[config.mk]
export PLATFORM = sky130hd
export DESIGN_NAME = alu_result_buffer
export DESIGN_NICKNAME = d
export VERILOG_FILES = /design/src/rtl/alu_pkg.sv /design/src/rtl/sync_fifo.sv /design/src/rtl/alu_result_buffer.sv
export SDC_FILE = /design/constraint.sdc
export NUM_CORES = 1
export LEC_CHECK = 0
export BUFFER_PORTS_ARGS = -buffer_cell sky130_fd_sc_hd__buf_2
export CAP_MARGIN = 0
export CORE_AREA = 3 3 83 85
export DETAILED_ROUTE_END_ITERATION = 10
export DIE_AREA = 0 0 86 88
export PLACE_DENSITY = 0.82
export SLEW_MARGIN = 30
export SYNTH_ARGS = -nofsm -noshare
export SYNTH_HDL_FRONTEND = slang
export SYNTH_SLANG_ARGS = --single-unit
[constraint.sdc]
create_clock -name clk -period 6.4 [get_ports clk]
set_input_delay 0.64 -clock clk [delete_from_list [all_inputs] [get_ports clk]]
set_output_delay 0.64 -clock clk [all_outputs]
set_load 0.01 [all_outputs]
[src/rtl/alu_pkg.sv]
// alu_pkg: shared widths, result-entry type and flag helper for the ALU units
//   DATA_W / RD_W : default result and register-index widths
//   result_entry_t: {result, rd, z, n, setflags}
//   flags_of      : architectural {z, n} of a result word
package alu_pkg;
  localparam int DATA_W = 32;
  localparam int RD_W = 5;
  typedef struct packed {
    logic [DATA_W-1:0] result;
    logic [RD_W-1:0]   rd;
    logic              z;
    logic              n;
    logic              setflags;
  } result_entry_t;
  function automatic logic [1:0] flags_of(input logic [DATA_W-1:0] result);
    return {result == '0, result[DATA_W-1]};
  endfunction
endpackage

[src/rtl/sync_fifo.sv]
// sync_fifo: power-of-2 FIFO with registered valid/ready handshakes
//   in_valid_i/in_ready_o/wdata_i   : write side, push on valid && ready
//   out_valid_o/out_ready_i/rdata_o : read side, pop on valid && ready
//   count_o                         : occupancy
module sync_fifo #(
  parameter int WIDTH = 8,
  parameter int DEPTH = 2
) (
  input  logic                       clk,
  input  logic                       rst_n,
  input  logic                       in_valid_i,
  output logic                       in_ready_o,
  input  logic [WIDTH-1:0]           wdata_i,
  output logic                       out_valid_o,
  input  logic                       out_ready_i,
  output logic [WIDTH-1:0]           rdata_o,
  output logic [$clog2(DEPTH+1)-1:0] count_o
);
  localparam int CW = $clog2(DEPTH+1);
  localparam int PW = $clog2(DEPTH);
  logic [WIDTH-1:0] mem_q [DEPTH];
  logic [PW-1:0] wptr_q, rptr_q;
  logic [CW-1:0] count_q, count_d;
  logic ready_q, valid_q, push, pop;
  assign push = in_valid_i && ready_q;
  assign pop = valid_q && out_ready_i;
  assign count_d = count_q + CW'(push) - CW'(pop);
  // ready/valid are registered from next occupancy, so a pop never reopens ready in the same cycle
  always_ff @(posedge clk or negedge rst_n)
    if (!rst_n) begin
      count_q <= '0;
      wptr_q <= '0;
      rptr_q <= '0;
      ready_q <= 1'b1;
      valid_q <= 1'b0;
    end else begin
      count_q <= count_d;
      ready_q <= count_d < CW'(DEPTH);
      valid_q <= count_d != '0;
      if (push) wptr_q <= wptr_q + PW'(1);
      if (pop) rptr_q <= rptr_q + PW'(1);
    end
  always_ff @(posedge clk)
    if (push) mem_q[wptr_q] <= wdata_i;
  assign rdata_o = mem_q[rptr_q];
  assign in_ready_o = ready_q;
  assign out_valid_o = valid_q;
  assign count_o = count_q;
endmodule

[src/rtl/alu_result_buffer.sv]
// alu_result_buffer: FIFO of ALU results with status-flag commit and producer flag check
//   in_*      : producer handshake and entry fields
//   out_*     : writeback handshake and head entry fields
//   status_z/status_n : flags committed by retiring setflags entries
//   flag_err  : sticky producer Z/N mismatch; flags_clr clears status and error
//   count     : occupancy
module alu_result_buffer
  import alu_pkg::*;
#(
  parameter int DATA_W = alu_pkg::DATA_W,
  parameter int RD_W = alu_pkg::RD_W,
  parameter int DEPTH = 2
) (
  input  logic                       clk,
  input  logic                       rst_n,
  input  logic                       in_valid,
  output logic                       in_ready,
  input  logic [DATA_W-1:0]          in_result,
  input  logic                       in_z,
  input  logic                       in_n,
  input  logic [RD_W-1:0]            in_rd,
  input  logic                       in_setflags,
  output logic                       out_valid,
  input  logic                       out_ready,
  output logic [DATA_W-1:0]          out_result,
  output logic [RD_W-1:0]            out_rd,
  output logic                       out_z,
  output logic                       out_n,
  output logic                       status_z,
  output logic                       status_n,
  output logic                       flag_err,
  input  logic                       flags_clr,
  output logic [$clog2(DEPTH+1)-1:0] count
);
  typedef struct packed {
    logic [DATA_W-1:0] result;
    logic [RD_W-1:0]   rd;
    logic              z;
    logic              n;
    logic              setflags;
  } entry_t;
  entry_t wr, hd;
  logic push, pop, exp_z, exp_n, mismatch;
  logic status_z_q, status_z_d, status_n_q, status_n_d, flag_err_q, flag_err_d;
  assign wr = '{result: in_result, rd: in_rd, z: in_z, n: in_n, setflags: in_setflags};
  sync_fifo #(.WIDTH($bits(entry_t)), .DEPTH(DEPTH)) u_fifo (
    .clk(clk),
    .rst_n(rst_n),
    .in_valid_i(in_valid),
    .in_ready_o(in_ready),
    .wdata_i(wr),
    .out_valid_o(out_valid),
    .out_ready_i(out_ready),
    .rdata_o(hd),
    .count_o(count)
  );
  assign push = in_valid && in_ready;
  assign pop = out_valid && out_ready;
  assign exp_z = in_result == '0;
  assign exp_n = in_result[DATA_W-1] && !exp_z;
  assign mismatch = (in_z != exp_z) || (in_n != exp_n);
  // clear has priority over both commit and error capture
  always_comb begin
    status_z_d = flags_clr ? 1'b0 : (pop && hd.setflags) ? hd.z : status_z_q;
    status_n_d = flags_clr ? 1'b0 : (pop && hd.setflags) ? hd.n : status_n_q;
    flag_err_d = flags_clr ? 1'b0 : flag_err_q || (push && mismatch);
  end
  always_ff @(posedge clk or negedge rst_n)
    if (!rst_n) begin
      status_z_q <= 1'b0;
      status_n_q <= 1'b0;
      flag_err_q <= 1'b0;
    end else begin
      status_z_q <= status_z_d;
      status_n_q <= status_n_d;
      flag_err_q <= flag_err_d;
    end
  assign out_result = hd.result;
  assign out_rd = hd.rd;
  assign out_z = hd.z;
  assign out_n = hd.n;
  assign status_z = status_z_q;
  assign status_n = status_n_q;
  assign flag_err = flag_err_q;
endmodule

==> results_dict.tcl, run 1 <==
set metrics [dict create \
    syn-num-nets 220 \
    hp-class "in -> async" \
    hold_slack_ns 0.136 \
    numCtsBuffers 9 \
    grt_use_total 0.170 \
    r2r_cells 3 \
    root_buffer "clkbuf_8" \
    period_share 0.366 \
    slew_viol_final 0 \
    synth_top_area_frac 0.708 \
    fmaxAchievable_mhz 427 \
    post_cts_buffers 0 \
    final_nets 317 \
    dp_hpwl_mm 4.06 \
    first_iter_violations 86 \
    avgViaCountPerCell 5.14 \
    hold_viol 0 \
    slowest_delay_ns 0.80 \
    clock_sinks 89 \
    crit_slowest_cell "dfrtp_4" \
    synth_seq_area_share 0.775 \
    fp-row-count 29 \
    syn_to_final_growth_pct 21.0 \
    rsz0062_at_grt "no" \
    numPortBuffers 90 \
    die_h_microns 88 \
    cts_resized 0 \
    period_minus_slack_ns 2.34 \
    clkLatencyLatePin_ns 0.34 \
    cap_violations 0 \
    top_usage_layer "met2" \
    clkSlewWorstSetupHoldPaths_ns 0.08 \
    skew_ns 0.00571 \
    p_leak_nw 1.55 \
    synth.distinct_cells 22 \
    cp.arrival_ns 1.70 \
    grtUsageMet3 0.0320 \
    status "finished clean" \
    cts-htree-levels 3 \
    synth-seq-cells 89 \
    drive_above_1_share 0.549 \
    cts.path.max_buffers 2 \
    drt_first_pass_iters 4 \
    antenna_left 0 \
    final_util 0.654 \
    yosys-top-cells-area "edfxtp_1, mux2_2, dfrtp_1" \
    place_area_sq_um 3930 \
    path_buf_inv 1 \
    relSlewSlack 0.606 \
    fin_setup_tns_ns 0 \
    cp_max_fo 41 \
    num_vias 1808 \
    netlist_instances 173 \
    grt_start_max_net_pins 42 \
    crit_required_ns 5.76 \
    cts_hold_buf 0 \
    use_met1 0.213 \
    setup_violations 0 \
    critPathKind "reg -> out" \
    startpoint_type "flip-flop" \
    grt-ovfl-total 0 \
    drt-total-wl_mm 5.91 \
    syn_area_per_cell_sq_um 19.6 \
    ios 91 \
    endpoint_kind "primary output" \
    die-area_sq_um 7570 \
    drc_errors 0 \
    powerDensity_nw_per_um2 401 \
    tightestPinTransition_ns 0.590 \
    routedWlPerCell_microns 16.8 \
    fin_area_sq_um 4100 \
    grt_antenna_before_repair 0 \
    vdd_drop_max_mv 0.293 \
    syn-cell-area_sq_um 3390 \
    fp.dieW_microns 86 \
    cp.depth 2 \
    coreArea_sq_um 6280 \
    initial_utilization 0.540 \
    cts_tree "done" \
    synth_warnings 0 \
    synth_top_area_cell "edfxtp_1" \
    worstPathCellList "mux2_2, buf_2" \
    crit_family "flip-flops" \
    grt_pass1_vias 1887 \
    met2_usage 0.282 \
    gp_congestion 0.736 \
    insertedDiodeCount 0 \
    grt_pass1_wl_mm 9.48 \
]
==> layout make-up <==
| type | instances | area [sq um] |
|---|---|---|
| repair buffers | 91 | 478 |
| clock buffers | 11 | 131 |
| clock inverters | 5 | 32.5 |
| well taps | 77 | 96.3 |
| flip-flops and latches | 89 | 2630 |
| fillers | 457 | 2170 |
| multi-input cells | 72 | 706 |
| inverters | 7 | 26.3 |
==> flip-flops by register name, summed over array words and instances, names as in the netlist <==
register and flops:
u_fifo.mem_q 80, u_fifo.in_ready_o 1, flag_err 1, u_fifo.wptr_q 1, status_n 1, u_fifo.out_valid_o 1
u_fifo.count_o 2, u_fifo.rptr_q 1, status_z 1
==> kinds of logic after synthesis <==
| group | after synthesis | synth area share |
|---|---|---|
| AOI/OAI and AO/OA | 3 | 0.00848 |
| xor gates and xnor gates | 5 | 0.0129 |
| adders and majority gates | 2 | 0.00738 |
| buffers and inverters | 12 | 0.0207 |
| DFF | 89 | 0.775 |
| muxes | 42 | 0.138 |
| and+or+nand+nor | 20 | 0.0373 |
==> final timing paths <==
path	slack [ns]	endpoint	start
worst min-delay path	0.14	status_n$_DFFE_PN0P_	rst_n
worst max register to register	4.67	u_fifo.mem_q[0][24]$_DFFE_PP_	u_fifo.in_ready_o$_DFF_PN1_
worst min register to register	0.54	status_n$_DFFE_PN0P_	status_n$_DFFE_PN0P_
max in group asynchronous	6.02	u_fifo.in_ready_o$_DFF_PN1_	rst_n
worst max-delay path	4.06	out_result[15]	u_fifo.rptr_q$_DFFE_PN0P_
min in group clk	0.49	u_fifo.mem_q[1][3]$_DFFE_PP_	in_rd[0]
==> report_power, final <==
group          switching (mW)  total (mW)  internal, mW
Sequential             0.0851       0.856         0.771
Clock                   0.182       0.322         0.140
Combinational           0.227       0.467         0.240
Total                   0.494        1.64          1.15
==> layer usage <==
metal | vias to the layer above | routed length, microns
met3 | 13 | 316
met4 | 0 | 137
met1 | 870 | 2430
li1 | 865 | -
met2 | 60 | 3020
met5 | - | 0
==> metrics by stage <==
step / setup WS, ns / std cells / total power [mW]
2_1_floorplan: 3.53 / 173 / 1.16
3_3_place_gp: 4.17 / 335 / 1.33
3_5_place_dp: 4.18 / 336 / 1.35
4_1_cts: 3.79 / 352 / 1.67
5_1_grt: 3.97 / 352 / 1.74
6_report: 4.06 / 352 / 1.64
==> cell usage in the layout, fill, tap and decap left out, drive strengths merged, types with 2 or more instances in the layout <==
| cell type | n |
|---|---|
| nand4 | 2 |
| o221ai | 2 |
| mux2 | 39 |
| xor2 | 2 |
| nor4 | 8 |
| clkinvlp | 2 |
| clkinv | 3 |
| nand2 | 2 |
| clkbuf | 11 |
| inv | 7 |
| ha | 2 |
| buf | 91 |
| nor2 | 5 |
| mux2i | 3 |
| dfrtp | 8 |
| edfxtp | 80 |
| xnor2 | 3 |
==> synthesized netlist by cell type <==
library cell   n
or2_1          1
mux2i_1        3
and3_1         1
nand2_1        2
dfstp_2        1
nor4_1         5
dfrtp_1        8
o21ai_0        1
xnor2_1        3
inv_1          7
nand4_1        2
o221ai_1       1
o221ai_2       1
nor2_1         5
ha_1           2
edfxtp_1      80
buf_2          2
xor2_1         2
buf_6          3
nand2b_1       1
mux2_2        39
nor4_2         3
==> worst reg2reg max path: stages, from the launching register on <==
cell and delay (ns):
dfstp_2 0.54, nand2_1 0.14, nor2_4 0.50, buf_16 0.25
Note: power is estimated with default switching activity, not from simulation.
==> run 2, diff against run 1 <==
Settings changed: ABC_AREA from default to 1, CORE_AREA 3 3 83 85 to 3 3 86 88, DIE_AREA 0 0 86 88 to 0 0 89 91, PLACE_DENSITY 0.82 to 0.78.
Clock period 6.4 ns to 2.29 ns, I/O delays scaled along.
==> run 2 against run 1 <==
Clock power increased to 3.3 times the previous value. Total power rose to 3.0 times the previous value. Cell count increased by 32%. Area after synthesis increased by 0.77%. Non-clock buffer count up 5. Critical path depth increased by 2. Utilization shrank 2.9 points. Sequential share of layout area decreased by 1.5 points. Synthesized cell count increased by 63%. Count of clock-buffer cells in the layout rose by 2. Global-route usage shrank 0.062 points. Critical path type unchanged. Largest power group unchanged.
==> results_dict.tcl, run 2 <==
set metrics [dict create \
    initial_utilization 0.509 \
    synth_top_area_frac 0.703 \
    setup_slack_ns 0.412 \
    crit_required_ns 2.06 \
    max_flop_register "u_fifo.mem_q" \
    syn_to_final_growth_pct 22.7 \
    numCtsBuffers 9 \
    crit_slowest_cell "inv_2" \
    die_h_microns 91 \
    grt_pass1_vias 2190 \
    synth.distinct_cells 17 \
    fp-row-count 30 \
    clkLatencyLatePin_ns 0.35 \
    vdd_drop_max_mv 0.675 \
    syn-num-nets 329 \
    final_util 0.624 \
    syn_area_per_cell_sq_um 12.1 \
    path_common_cell "nand2_1" \
    synth-seq-cells 89 \
    grt_antenna_before_repair 0 \
    drt-total-wl_mm 6.51 \
    layout_common_cells "nand2_1, buf_2, edfxtp_1" \
    dp_hpwl_mm 4.30 \
    critPathKind "reg -> out" \
    root_buffer "clkbuf_8" \
    place_inst 449 \
    cp.arrival_ns 1.65 \
    clkSlewWorstSetupHoldPaths_ns 0.09 \
    period_share 0.820 \
    grt-ovfl-total 0 \
    powerDensity_nw_per_um2 1180 \
    hp-class "in -> reg" \
    slew_viol_final 0 \
    cts_tree "done" \
    gp_congestion 0.760 \
    die-area_sq_um 8100 \
    antenna_left 0 \
    grt_use_total 0.170 \
    grt_pass1_wl_mm 10.2 \
    relSlewSlack 0.516 \
    p_leak_nw 1.84 \
    drc_errors 0 \
    yosys.cell_count.top_type "nand2_1" \
    path_buf_inv 2 \
    post_cts_buffers 0 \
    tightestPinTransition_ns 0.725 \
    insertedDiodeCount 0 \
    fmaxAchievable_mhz 532 \
    fp.dieW_microns 89 \
    num-fill-cells 507 \
    grt_start_max_net_pins 42 \
    final_cell_count_no_fill 466 \
    skew_ns 0.0102 \
    syn-cell-area_sq_um 3420 \
    cts.path.max_buffers 2 \
    drive_above_1_share 0.293 \
    period_minus_slack_ns 1.88 \
    rsz0062_at_grt "no" \
    clock_sinks 89 \
    worstPathCellList "inv_2, nand2_1, nand2_1, buf_2" \
    final_nets 428 \
    hold_viol 0 \
    cts_resized 0 \
    netlist_instances 282 \
    fin_area_sq_um 4190 \
    yosys-top-cells-area "edfxtp_1, nand2_1, dfrtp_1" \
    routedWlPerCell_microns 14.0 \
    p_total_mw 4.94 \
    pre_cts_ws_ns 0.460 \
    cp_max_fo 41 \
    num_vias 2240 \
    coreArea_sq_um 6720 \
    numPortBuffers 90 \
    status "finished clean" \
    endpoint_kind "primary output" \
    ys_async_sr_fraction 0.101 \
    synth-edff-count 80 \
    ys_top_cells_by_count "nand2_1, edfxtp_1, nor2_1, inv_1, dfrtp_1" \
    first_iter_violations 116 \
    ys.flop_type "edfxtp_1" \
    synth_seq_area_share 0.769 \
    drt_first_pass_iters 4 \
    place_area_sq_um 3980 \
    layout_commonest_cell "nand2_1" \
    avgViaCountPerCell 4.81 \
    ios 91 \
    setup_violations 0 \
    largest_register_ff_count 80 \
    reg2reg_slack_ns 0.45 \
    crit_family "buffers and inverters" \
    synth_warnings 0 \
    slowest_delay_ns 0.53 \
    startpoint_type "flip-flop" \
    synth_top_area_cell "edfxtp_1" \
    cts-htree-levels 3 \
    cts_hold_buf 1 \
    cap_violations 0 \
]
## run 2: cell count changes in the layout (fill, tap and decap cells not counted), moves of 3 or more
cell,previous run,this run
buf_4,0,5
inv_1,7,11
mux2_2,39,0
mux2i_1,3,0
nand2_1,2,131
nand3_1,0,3
nor2_1,4,22
nor4_1,5,0
nor4_2,3,0
o21ai_1,0,5
## run 2: kinds of logic after synthesis
kind of cell | count (synthesis) | share of synthesized area
buf+inv | 21 | 0.0256
xor+xnor | 5 | 0.0128
simple gates | 159 | 0.176
flops | 89 | 0.769
compound gates | 6 | 0.00878
fa+ha+maj | 2 | 0.00732
## run 2: path summary, 6_finish.rpt
kind                                              startpoint                            to  cells past startpoint
max in group asynchronous                              rst_n   u_fifo.in_ready_o$_DFF_PN1_                      2
worst min register to register            flag_err$_DFF_PN0_            flag_err$_DFF_PN0_                      2
min in group asynchronous                              rst_n            flag_err$_DFF_PN0_                      2
worst max register to register  u_fifo.out_valid_o$_DFF_PN0_  u_fifo.out_valid_o$_DFF_PN0_                      9
worst min-delay path                               flags_clr            flag_err$_DFF_PN0_                      2
worst max-delay path               u_fifo.rptr_q$_DFFE_PN0P_                out_result[24]                      4
## run 2: power breakdown
group	internal [mW]	switching, mW	leakage, nW
combinational	0.559	1.08	0.897
clock	0.529	0.525	0.104
sequential	2.16	0.0908	0.842
## run 2: final cells by class
class / instances / area (sq um) / share of cell area
clock buffer: 13 / 181 / 0.0433
inverter: 13 / 48.8 / 0.0116
sequential: 89 / 2630 / 0.627
clock inverter: 3 / 20.0 / 0.00477
timing repair buffer: 96 / 498 / 0.119
tap: 80 / 100 / 0.0239
multi-input combinational: 172 / 717 / 0.171
## run 2: through the flow
step,TNS [ns],hold slack [ns]
CTS,0,0.0184
floorplan,-39.16,-0.0666
global route,0,0.00625
finish,0,0.0280
detailed placement,0,0.0941
global placement,0,0.0847
## run 2: routing by layer
metal	track usage	vias to the layer above	routed length [microns]
li1	-	1120	-
met1	0.214	1040	2760
met2	0.273	69	3210
met3	0.0499	11	417
met4	0.0670	0	123
met5	0	-	0
